File: config.mk
export PLATFORM = sky130hd
export DESIGN_NAME = mult_share_arbiter_flat
export DESIGN_NICKNAME = d
export VERILOG_FILES = /design/src/rtl/mult_share_arbiter_if.sv /design/src/rtl/mult_share_arbiter.sv /design/src/flat_wrapper.sv
export SDC_FILE = /design/constraint.sdc
export NUM_CORES = 1
export LEC_CHECK = 0
export ABC_AREA = 1
export CAP_MARGIN = 15
export CORE_MARGIN = 3
export CORE_UTILIZATION = 45
export DETAILED_ROUTE_END_ITERATION = 10
export PLACE_DENSITY_LB_ADDON = 0.05
export SETUP_SLACK_MARGIN = 0.4
export SYNTH_ARGS = -nofsm -noshare
export SYNTH_HDL_FRONTEND = slang
export SYNTH_SLANG_ARGS = --single-unit
export TNS_END_PERCENT = 5
File: constraint.sdc
create_clock -name clock -period 4.1 [get_ports clock]
set_input_delay 0.82 -clock clock [delete_from_list [all_inputs] [get_ports clock]]
set_output_delay 0.82 -clock clock [all_outputs]
set_load 0.02 [all_outputs]
File: src/rtl/mult_share_arbiter_if.sv
// mult_share_arbiter_if: request/result bus for the shared nibble-serial
// multiplier. The arbiter uses the slave modport, clients the master one.
interface mult_share_arbiter_if #(
  parameter int NREQ   = 4,
  parameter int MULT_W = 16
);
  localparam int IDW = $clog2(NREQ);

  logic [NREQ-1:0]        req_valid;
  logic [NREQ-1:0]        req_ready;
  logic [NREQ*MULT_W-1:0] req_mult;
  logic [NREQ*4-1:0]      req_mcand;
  logic                   out_valid;
  logic                   out_ready;
  logic [MULT_W+3:0]      out_product;
  logic [IDW-1:0]         out_id;
  logic                   busy;

  modport slave (
    input  req_valid, req_mult, req_mcand, out_ready,
    output req_ready, out_valid, out_product, out_id, busy
  );

  modport master (
    output req_valid, req_mult, req_mcand, out_ready,
    input  req_ready, out_valid, out_product, out_id, busy
  );
endinterface

File: src/rtl/mult_share_arbiter.sv
// mult_share_arbiter: one nibble-serial unsigned multiplier (MULT_W x 4)
// shared between NREQ requesters with round-robin arbitration.
// The accumulator is MULT_W+8 bits: the top byte collects mcand * nibble,
// then the whole word shifts right four bits per multiplier nibble.
// Optional feature: define MULT_SHARE_ZERO_SKIP_EN to finish immediately
// (IDLE -> DONE, product 0) when either granted operand is zero.
module mult_share_arbiter #(
  parameter int NREQ   = 4,
  parameter int MULT_W = 16
) (
  input  logic                  clock,
  input  logic                  reset_n,
  mult_share_arbiter_if.slave   bus
);
  localparam int IDW   = $clog2(NREQ);
  localparam int STEPS = MULT_W / 4;
  localparam int SW    = $clog2(STEPS) + 1;
  localparam int ACC_W = MULT_W + 8;
  localparam logic [SW-1:0]  LAST_STEP = SW'(STEPS - 1);
  localparam logic [IDW-1:0] LAST_REQ  = IDW'(NREQ - 1);

  typedef enum logic [1:0] {
    S_IDLE  = 2'd0,
    S_ADD   = 2'd1,
    S_SHIFT = 2'd2,
    S_DONE  = 2'd3
  } state_t;

  state_t             r_state;
  state_t             w_next_state;
  logic [ACC_W-1:0]   r_acc;
  logic [3:0]         r_mcand;
  logic [IDW-1:0]     r_id;
  logic [IDW-1:0]     r_ptr;
  logic [SW-1:0]      r_step;

  logic               w_found;
  logic [IDW-1:0]     w_grant_idx;
  logic [IDW-1:0]     w_scan_idx;
  logic [NREQ-1:0]    w_req_ready;
  logic [MULT_W-1:0]  w_mult_arr [NREQ];
  logic [3:0]         w_mcand_arr [NREQ];
  logic [7:0]         w_add_sum;
  logic               w_zero_op;

  for (genvar gi = 0; gi < NREQ; gi++) begin : g_unpack
    assign w_mult_arr[gi]  = bus.req_mult[gi*MULT_W +: MULT_W];
    assign w_mcand_arr[gi] = bus.req_mcand[gi*4 +: 4];
  end

  // Top byte plus mcand times the current low nibble; bounded below 256.
  assign w_add_sum = r_acc[ACC_W-1 -: 8] + ({4'b0, r_mcand} * {4'b0, r_acc[3:0]});

`ifdef MULT_SHARE_ZERO_SKIP_EN
  assign w_zero_op = (w_mult_arr[w_grant_idx] == '0) || (w_mcand_arr[w_grant_idx] == 4'h0);
`else
  assign w_zero_op = 1'b0;
`endif

  // Round-robin scan: first valid requester after the last grant, wrapping.
  always_comb begin
    w_found     = 1'b0;
    w_grant_idx = '0;
    w_scan_idx  = r_ptr;
    for (int k = 0; k < NREQ; k++) begin
      if (w_scan_idx == LAST_REQ) begin
        w_scan_idx = '0;
      end else begin
        w_scan_idx = w_scan_idx + IDW'(1);
      end
      if (!w_found && bus.req_valid[w_scan_idx]) begin
        w_found     = 1'b1;
        w_grant_idx = w_scan_idx;
      end else begin
        w_found     = w_found;
      end
    end
  end

  // One-hot ready, only while idle and out of reset.
  always_comb begin
    w_req_ready = '0;
    if (reset_n && (r_state == S_IDLE) && w_found) begin
      w_req_ready[w_grant_idx] = 1'b1;
    end else begin
      w_req_ready = '0;
    end
  end

  // Sequencer next-state logic.
  always_comb begin
    w_next_state = r_state;
    case (r_state)
      S_IDLE: begin
        if (w_found) begin
          w_next_state = w_zero_op ? S_DONE : S_ADD;
        end else begin
          w_next_state = S_IDLE;
        end
      end
      S_ADD:   w_next_state = S_SHIFT;
      S_SHIFT: begin
        if (r_step == LAST_STEP) begin
          w_next_state = S_DONE;
        end else begin
          w_next_state = S_ADD;
        end
      end
      S_DONE: begin
        if (bus.out_ready) begin
          w_next_state = S_IDLE;
        end else begin
          w_next_state = S_DONE;
        end
      end
      default: w_next_state = S_IDLE;
    endcase
  end

  // State register, operand capture and accumulator datapath.
  always_ff @(posedge clock) begin
    if (!reset_n) begin
      r_state <= S_IDLE;
      r_acc   <= '0;
      r_mcand <= 4'h0;
      r_id    <= '0;
      r_ptr   <= LAST_REQ;
      r_step  <= '0;
    end else begin
      r_state <= w_next_state;
      case (r_state)
        S_IDLE: begin
          if (w_found) begin
            r_acc   <= w_zero_op ? '0 : {8'b0, w_mult_arr[w_grant_idx]};
            r_mcand <= w_mcand_arr[w_grant_idx];
            r_id    <= w_grant_idx;
            r_ptr   <= w_grant_idx;
            r_step  <= '0;
          end
        end
        S_ADD: r_acc <= {w_add_sum, r_acc[MULT_W-1:0]};
        S_SHIFT: begin
          r_acc  <= r_acc >> 4;
          r_step <= r_step + SW'(1);
        end
        S_DONE:  r_acc <= r_acc;
        default: r_acc <= r_acc;
      endcase
    end
  end

  assign bus.req_ready   = w_req_ready;
  assign bus.out_valid   = (r_state == S_DONE);
  assign bus.out_product = r_acc[MULT_W+3:0];
  assign bus.out_id      = r_id;
  assign bus.busy        = (r_state != S_IDLE);
endmodule

File: src/flat_wrapper.sv
// flat-port wrapper written by rule: the top's interface ports become plain ports
module mult_share_arbiter_flat 
#(
  parameter int NREQ   = 4,
  parameter int MULT_W = 16
)
  (clock, reset_n, bus_req_valid, bus_req_mult, bus_req_mcand, bus_out_ready, bus_req_ready, bus_out_valid, bus_out_product, bus_out_id, bus_busy);
  mult_share_arbiter_if #(.NREQ(NREQ), .MULT_W(MULT_W)) bus_i ();
  input  logic clock;
  input  logic reset_n;
  input wire logic [$bits(bus_i.req_valid)-1:0] bus_req_valid;
  input wire logic [$bits(bus_i.req_mult)-1:0] bus_req_mult;
  input wire logic [$bits(bus_i.req_mcand)-1:0] bus_req_mcand;
  input wire logic [$bits(bus_i.out_ready)-1:0] bus_out_ready;
  output wire logic [$bits(bus_i.req_ready)-1:0] bus_req_ready;
  output wire logic [$bits(bus_i.out_valid)-1:0] bus_out_valid;
  output wire logic [$bits(bus_i.out_product)-1:0] bus_out_product;
  output wire logic [$bits(bus_i.out_id)-1:0] bus_out_id;
  output wire logic [$bits(bus_i.busy)-1:0] bus_busy;
  assign bus_i.req_valid = bus_req_valid;
  assign bus_i.req_mult = bus_req_mult;
  assign bus_i.req_mcand = bus_req_mcand;
  assign bus_i.out_ready = bus_out_ready;
  assign bus_req_ready = bus_i.req_ready;
  assign bus_out_valid = bus_i.out_valid;
  assign bus_out_product = bus_i.out_product;
  assign bus_out_id = bus_i.out_id;
  assign bus_busy = bus_i.busy;
  mult_share_arbiter #(.NREQ(NREQ), .MULT_W(MULT_W)) u_core (.clock(clock), .reset_n(reset_n), .bus(bus_i));
endmodule
Word-level counts from Yosys, hierarchy flattened. Index checks and enable logic that the tools add are counted.

Bits in registers: 37. Logic and storage cells: 86.

Add/subtract/negate cells: 6. Multipliers: 1. Order comparisons: 7. Equality and inequality tests: 9. Multiplexer cells: 37. Bitwise gates (word level): 3. Reduce and logical (&&, ||, !) cells: 16.

Operators by type and width (number): 24-bit case mux with 3 select lines (1); 16-bit binary-select mux with 2-bit select (1); 16-bit 2-to-1 mux (2); 24-bit 2-to-1 mux (1); 2-bit 2-to-1 mux (10); 2-bit by 3-bit < comparator with 1-bit output (second input constant) (5); 2-bit == test (second input constant) (6); 4-bit 2-to-1 mux (3); 1-bit 2-to-1 mux (10); 2-bit by 1-bit adder with 2-bit output (second input constant) (4); 8-bit adder (1); 1-bit binary-select mux with 2-bit select (4); 4-bit binary-select mux with 2-bit select (1); 4-bit by 4-bit multiplier with 8-bit output (1); 2-bit case mux with 4 select lines (1); 1-bit logical AND (6); 3-bit case mux with 2 select lines (1); 2-bit AND reduction (3); 2-bit nonzero test (2); 3-bit by 1-bit adder with 3-bit output (second input constant) (1); 3-bit by 2-bit == test with 1-bit output (second input constant) (1); 3-bit >= comparator (second input constant) (1); 1-bit logical NOT (3); 3-bit 2-to-1 mux (1); other kinds (8) (9).

Longest topological paths before layout.
Word-level depth: 20. Mapped depth: 20.

Worst setup path before layout. OpenSTA, ideal clock, no wires.

Kind: register -> register. From: reg u_core.r_acc[3]. To: reg u_core.r_acc[23]. Arrival time: 3.154 ns. Data required time: 4.030 ns. Path slack: 0.876 ns. Cell stages (with the launch flop): 15. Path buffers: 0. Cell sequence: dfxtp_1 > nand2_1 > fa_1 > fa_1 > fa_1 > inv_1 > ha_1 > a21oi_1 > o21ai_0 > nand2_1 > nand2_1 > a21oi_1 > xor2_1 > nand4_1 > a21oi_1.

Cells in the longest elaborated chain, start to end: 3.

Ends and longest elaborated chain: from (decl) (line mult_share_arbiter.sv:31) `logic [ACC_W-1:0] r_acc;`; from (signal assigned) (line mult_share_arbiter.sv:134) `r_acc <= w_zero_op ? '0 : {8'b0, w_mult_arr[w_grant_idx]};`; from (signal assigned) (line mult_share_arbiter.sv:141) `S_ADD: r_acc <= {w_add_sum, r_acc[MULT_W-1:0]};`; from (signal assigned) (line mult_share_arbiter.sv:143) `r_acc <= r_acc >> 4;`; 4-bit by 4-bit multiplier with 8-bit output (line mult_share_arbiter.sv:52) `assign w_add_sum = r_acc[ACC_W-1 -: 8] + ({4'b0, r_mcand} * {4'b0, r_acc[3:0]});`; 8-bit adder (line mult_share_arbiter.sv:52); 24-bit case mux with 3 select lines (line mult_share_arbiter.sv:131) `case (r_state)`.

No other way between the ends. A chain may end at the register's enable or synchronous reset.

Worst setup path after layout.
From: in bus_req_valid[3]. To: out bus_req_ready[2].

Cells in the longest elaborated chain, start to end: 17. Elaborated cells between the ends (all ways): 29.

Ends and longest elaborated chain: from (decl) (line flat_wrapper.sv:11) `input wire logic [$bits(bus_i.req_valid)-1:0] bus_req_valid;`; 1-bit binary-select mux with 2-bit select (line mult_share_arbiter.sv:71) `if (!w_found && bus.req_valid[w_scan_idx]) begin`; 1-bit 2-to-1 mux (implied by the code) (line mult_share_arbiter.sv:71); 1-bit 2-to-1 mux (line mult_share_arbiter.sv:71); 1-bit logical NOT (line mult_share_arbiter.sv:71); 1-bit logical AND (line mult_share_arbiter.sv:71); 1-bit 2-to-1 mux (line mult_share_arbiter.sv:71); 1-bit logical NOT (line mult_share_arbiter.sv:71); 1-bit logical AND (line mult_share_arbiter.sv:71); 1-bit 2-to-1 mux (line mult_share_arbiter.sv:71); 1-bit logical NOT (line mult_share_arbiter.sv:71); 1-bit logical AND (line mult_share_arbiter.sv:71); 2-bit 2-to-1 mux (line mult_share_arbiter.sv:71); 2-bit by 3-bit < comparator with 1-bit output (implied by the code) / 2-bit by 1-bit >= comparator with 1-bit output (equally long branches) (line mult_share_arbiter.sv:84) `w_req_ready[w_grant_idx] = 1'b1;`; 1-bit logical AND (implied by the code) (line mult_share_arbiter.sv:84); 1-bit 2-to-1 mux (implied by the code) (line mult_share_arbiter.sv:84); 1-bit demux with 2-bit select; 4-bit 2-to-1 mux (*) (line mult_share_arbiter.sv:83) `if (reset_n && (r_state == S_IDLE) && w_found) begin`; to (decl) (line flat_wrapper.sv:15) `output wire logic [$bits(bus_i.req_ready)-1:0] bus_req_ready;`.

Mark *: on every way between the ends. The rest lies on a longest branch, timed or not. The select of a mux whose other input is x is not followed.

==> qor.yml <==
status: "finished clean"
cts_setup_buffers: 0
r2r_end: "u_core.r_acc[23]"
synth_warnings: 0
dr.pass1.iters: 7
start_kind: "input port"
core_area_um2: 7490
htreeDepth: 2
cts_sinks: 37
clk_path_buf_depth: 2
synthesis.area_um2: 3580
routed_wl_um: 10400
grt_use_total_pct: 23.2
root_buffer: "clkbuf_8"
setup_ws_ns: 0.315
slew_violations: 0
dp_hpwl_um: 8090
synthTopCellsByArea: "nand2_1 (24%), dfxtp_1 (21%), ha_1 (8.0%)"
hold_end: "u_core.r_step[2]"
worstPathArrival_ns: 2.96
post_dp_cell_area_um2: 4590
synth-seq-cells: 37
drv_cap: 0
die_x_um: 95.2
place.gp.congestion: 0.859
max_freq_mhz: 264
vdd_ir_drop_max_mv: 0.662
synth_nets: 699
hold_slack_ns: 0.465
syn_inst: 580
drc: 0
grt_pass1_wl_um: 16800
cellLeakagePower_nw: 2.41
ys_types: 34
antenna_cells: 0
tns_ns: 0
crit-reg2reg-launch: "u_core.r_acc[3]"
yosysTopAreaCell: "nand2_1"
critPathMaxFanout: 11
power_mw: 3.73
slew_headroom_pct: 56.4
vias_per_cell: 5.10
grt_overflow_total: 0
synth-async-reset-ratio_pct: 0
seq_area_frac_synth_pct: 20.7
fin_crit_ns: 3.78
hold_start: "u_core.r_step[2]"
preCtsSetupSlack_ns: 0.318
ctsHoldBuffers: 0
drive_above_1_share_pct: 5.57
die_h_um: 95.2
drtAntennaViolNets: 0
worst_clock_skew_ns: 0.0114
clk_pin_slew_ns: 0.08
final-hold-violation-count: 0
critPathKind: "in -> out"
io_buffers: 114
min_path_type: "reg -> reg"
cts_made_buffers: 5
synth_flop_cell: "dfxtp_1"
floorplan.initialDensity_pct: 47.8
worstMarginPinSlew_ns: 0.653
cts_tree: "yes"
area_growth_pct: 32.1
vias: 3890
netlist.area_leader.share_pct: 23.5
fin_crit_sh_pct: 92.3
grt_max_degree: 41
row_count: 31
r2r_cells: 14
wl_per_cell_um: 13.6
io_pins: 115
fin_area_um2: 4730
crit_required_ns: 3.28
hold_depth: 2
die_area_um2: 9060
clock_latency_ns: 0.29
first_global_vias: 3484
finalSetupViolCount: 0
syn_avg_cell_area_um2: 6.17
rsz0062_at_grt: "true"
cp-end-kind: "output pin"
antenna_found_initial: 0
powerDensity_nw_per_um2: 789
drt_first_iter_violations: 218
synth_edf_count: 0
nets: 782
rrSetupSlack_ns: 0.55
## sequential cells by signal, indices dropped and copies added, names as in the netlist
name               cells
u_core.r_mcand         4
u_core.r_ptr           2
u_core.bus.out_id      2
u_core.r_state         2
u_core.r_acc          24
u_core.r_step          3
## stage by stage
| step | instances | util, % |
|---|---|---|
| after floorplan | 580 | - |
| after global routing | 763 | 63.1 |
| after detailed placement | 755 | 61.3 |
| after CTS | 763 | 63.1 |
| final | 763 | 63.1 |
| after global placement | 755 | 61.3 |
## cell type report
type | count | area, um2
inverters | 65 | 244
fillers | 707 | 2760
clock buffers | 5 | 68.8
flip-flops and latches | 37 | 741
well taps | 99 | 124
multi-input cells | 432 | 2280
repair buffers | 122 | 1200
clock inverters | 3 | 68.8
## synthesized netlist by cell type, types with 2 or more instances
| cell type | n |
|---|---|
| nand2_2 | 9 |
| nand3_1 | 41 |
| o21ai_1 | 9 |
| clkbuf_1 | 6 |
| buf_2 | 9 |
| o211ai_1 | 3 |
| nor3_1 | 4 |
| xnor2_1 | 2 |
| a21oi_1 | 50 |
| o21ai_0 | 22 |
| inv_1 | 60 |
| xor2_1 | 2 |
| nand4_1 | 3 |
| inv_2 | 4 |
| dfxtp_1 | 37 |
| buf_6 | 4 |
| a31oi_1 | 2 |
| ha_1 | 23 |
| buf_4 | 27 |
| nor2_1 | 16 |
| nor2_2 | 3 |
| fa_1 | 9 |
| nand2_1 | 224 |
## timing repair
item / in CTS / in global routing
gates resized for setup: 1 / 1
endpoints found under the hold margin: 0 / 0
setup endpoints to repair: 4 / 5
pin swaps: 0 / 0
## worst max-delay path, stage by stage
cell and delay, ns:
clkdlybuf4s50_1 0.41, inv_1 0.07, o21ai_0 0.07, nand2_1 0.12, nand2_1 0.08, nand2_2 0.11
nand3_2 0.11, nand2_1 0.13, nand2_4 0.08, nand2_8 0.07, inv_2 0.08, nor3_1 0.18
clkdlybuf4s50_1 0.63
## routing by layer
metal	vias to the layer above	global-route usage, %	wire length, um
met5	-	0	0
met2	128	41.4	5110
met1	1758	29.2	4410
li1	1989	-	-
met4	0	4.45	153
met3	15	4.34	721
## power breakdown
group          internal [mW]  total, mW  leakage [nW]  switching, mW
registers              0.465      0.575         0.304          0.110
logic                  0.973       2.77          2.04           1.79
clock network          0.245      0.386        0.0687          0.141
total                   1.68       3.73          2.41           2.04
## worst max path at each step
stage | from | endpoint | depth (start not counted)
after floorplan | u_core.r_acc[3] | u_core.r_acc[23] | 14
after global placement | bus_req_valid[3] | bus_req_ready[1] | 12
after detailed placement | bus_req_valid[3] | bus_req_ready[1] | 12
after CTS | bus_req_valid[3] | bus_req_ready[1] | 12
after global routing | u_core.r_ptr[0] | bus_req_ready[2] | 13
final | bus_req_valid[3] | bus_req_ready[2] | 13
## cell usage in the layout, fill, tap and decap left out
cell / count
inv_2: 4
nand3_1: 41
o21ai_0: 22
clkdlybuf4s50_1: 112
nand2_8: 1
clkinv_1: 1
dlymetal6s2s_1: 1
a21oi_1: 50
nand3_2: 1
xor2_1: 2
inv_6: 1
a221oi_1: 1
o211ai_1: 3
a32oi_1: 1
xnor2_1: 2
ha_1: 23
nand2_4: 1
nand4_1: 3
buf_4: 8
nand3_4: 1
inv_1: 60
o211a_1: 1
a211oi_1: 1
a31oi_1: 2
o211ai_2: 1
nor3_1: 4
nor2_2: 3
nor2_1: 16
fa_1: 9
dlygate4sd2_1: 1
nor3b_1: 1
dfxtp_1: 37
bufinv_16: 2
nand2_1: 224
o21ai_1: 9
clkbuf_8: 5
nand2_2: 9
## cell families after synthesis
kind of cell	Yosys count	synth area share, %
AO/OA/AOI/OAI	91	13.6
adder cells (fa/ha/maj)	32	13.1
AND/OR/NAND/NOR	305	36.0
buffers and inverters	111	15.6
flip-flops	37	20.7
XOR/XNOR	4	0.980
Power figures use the tool's default switching activity.
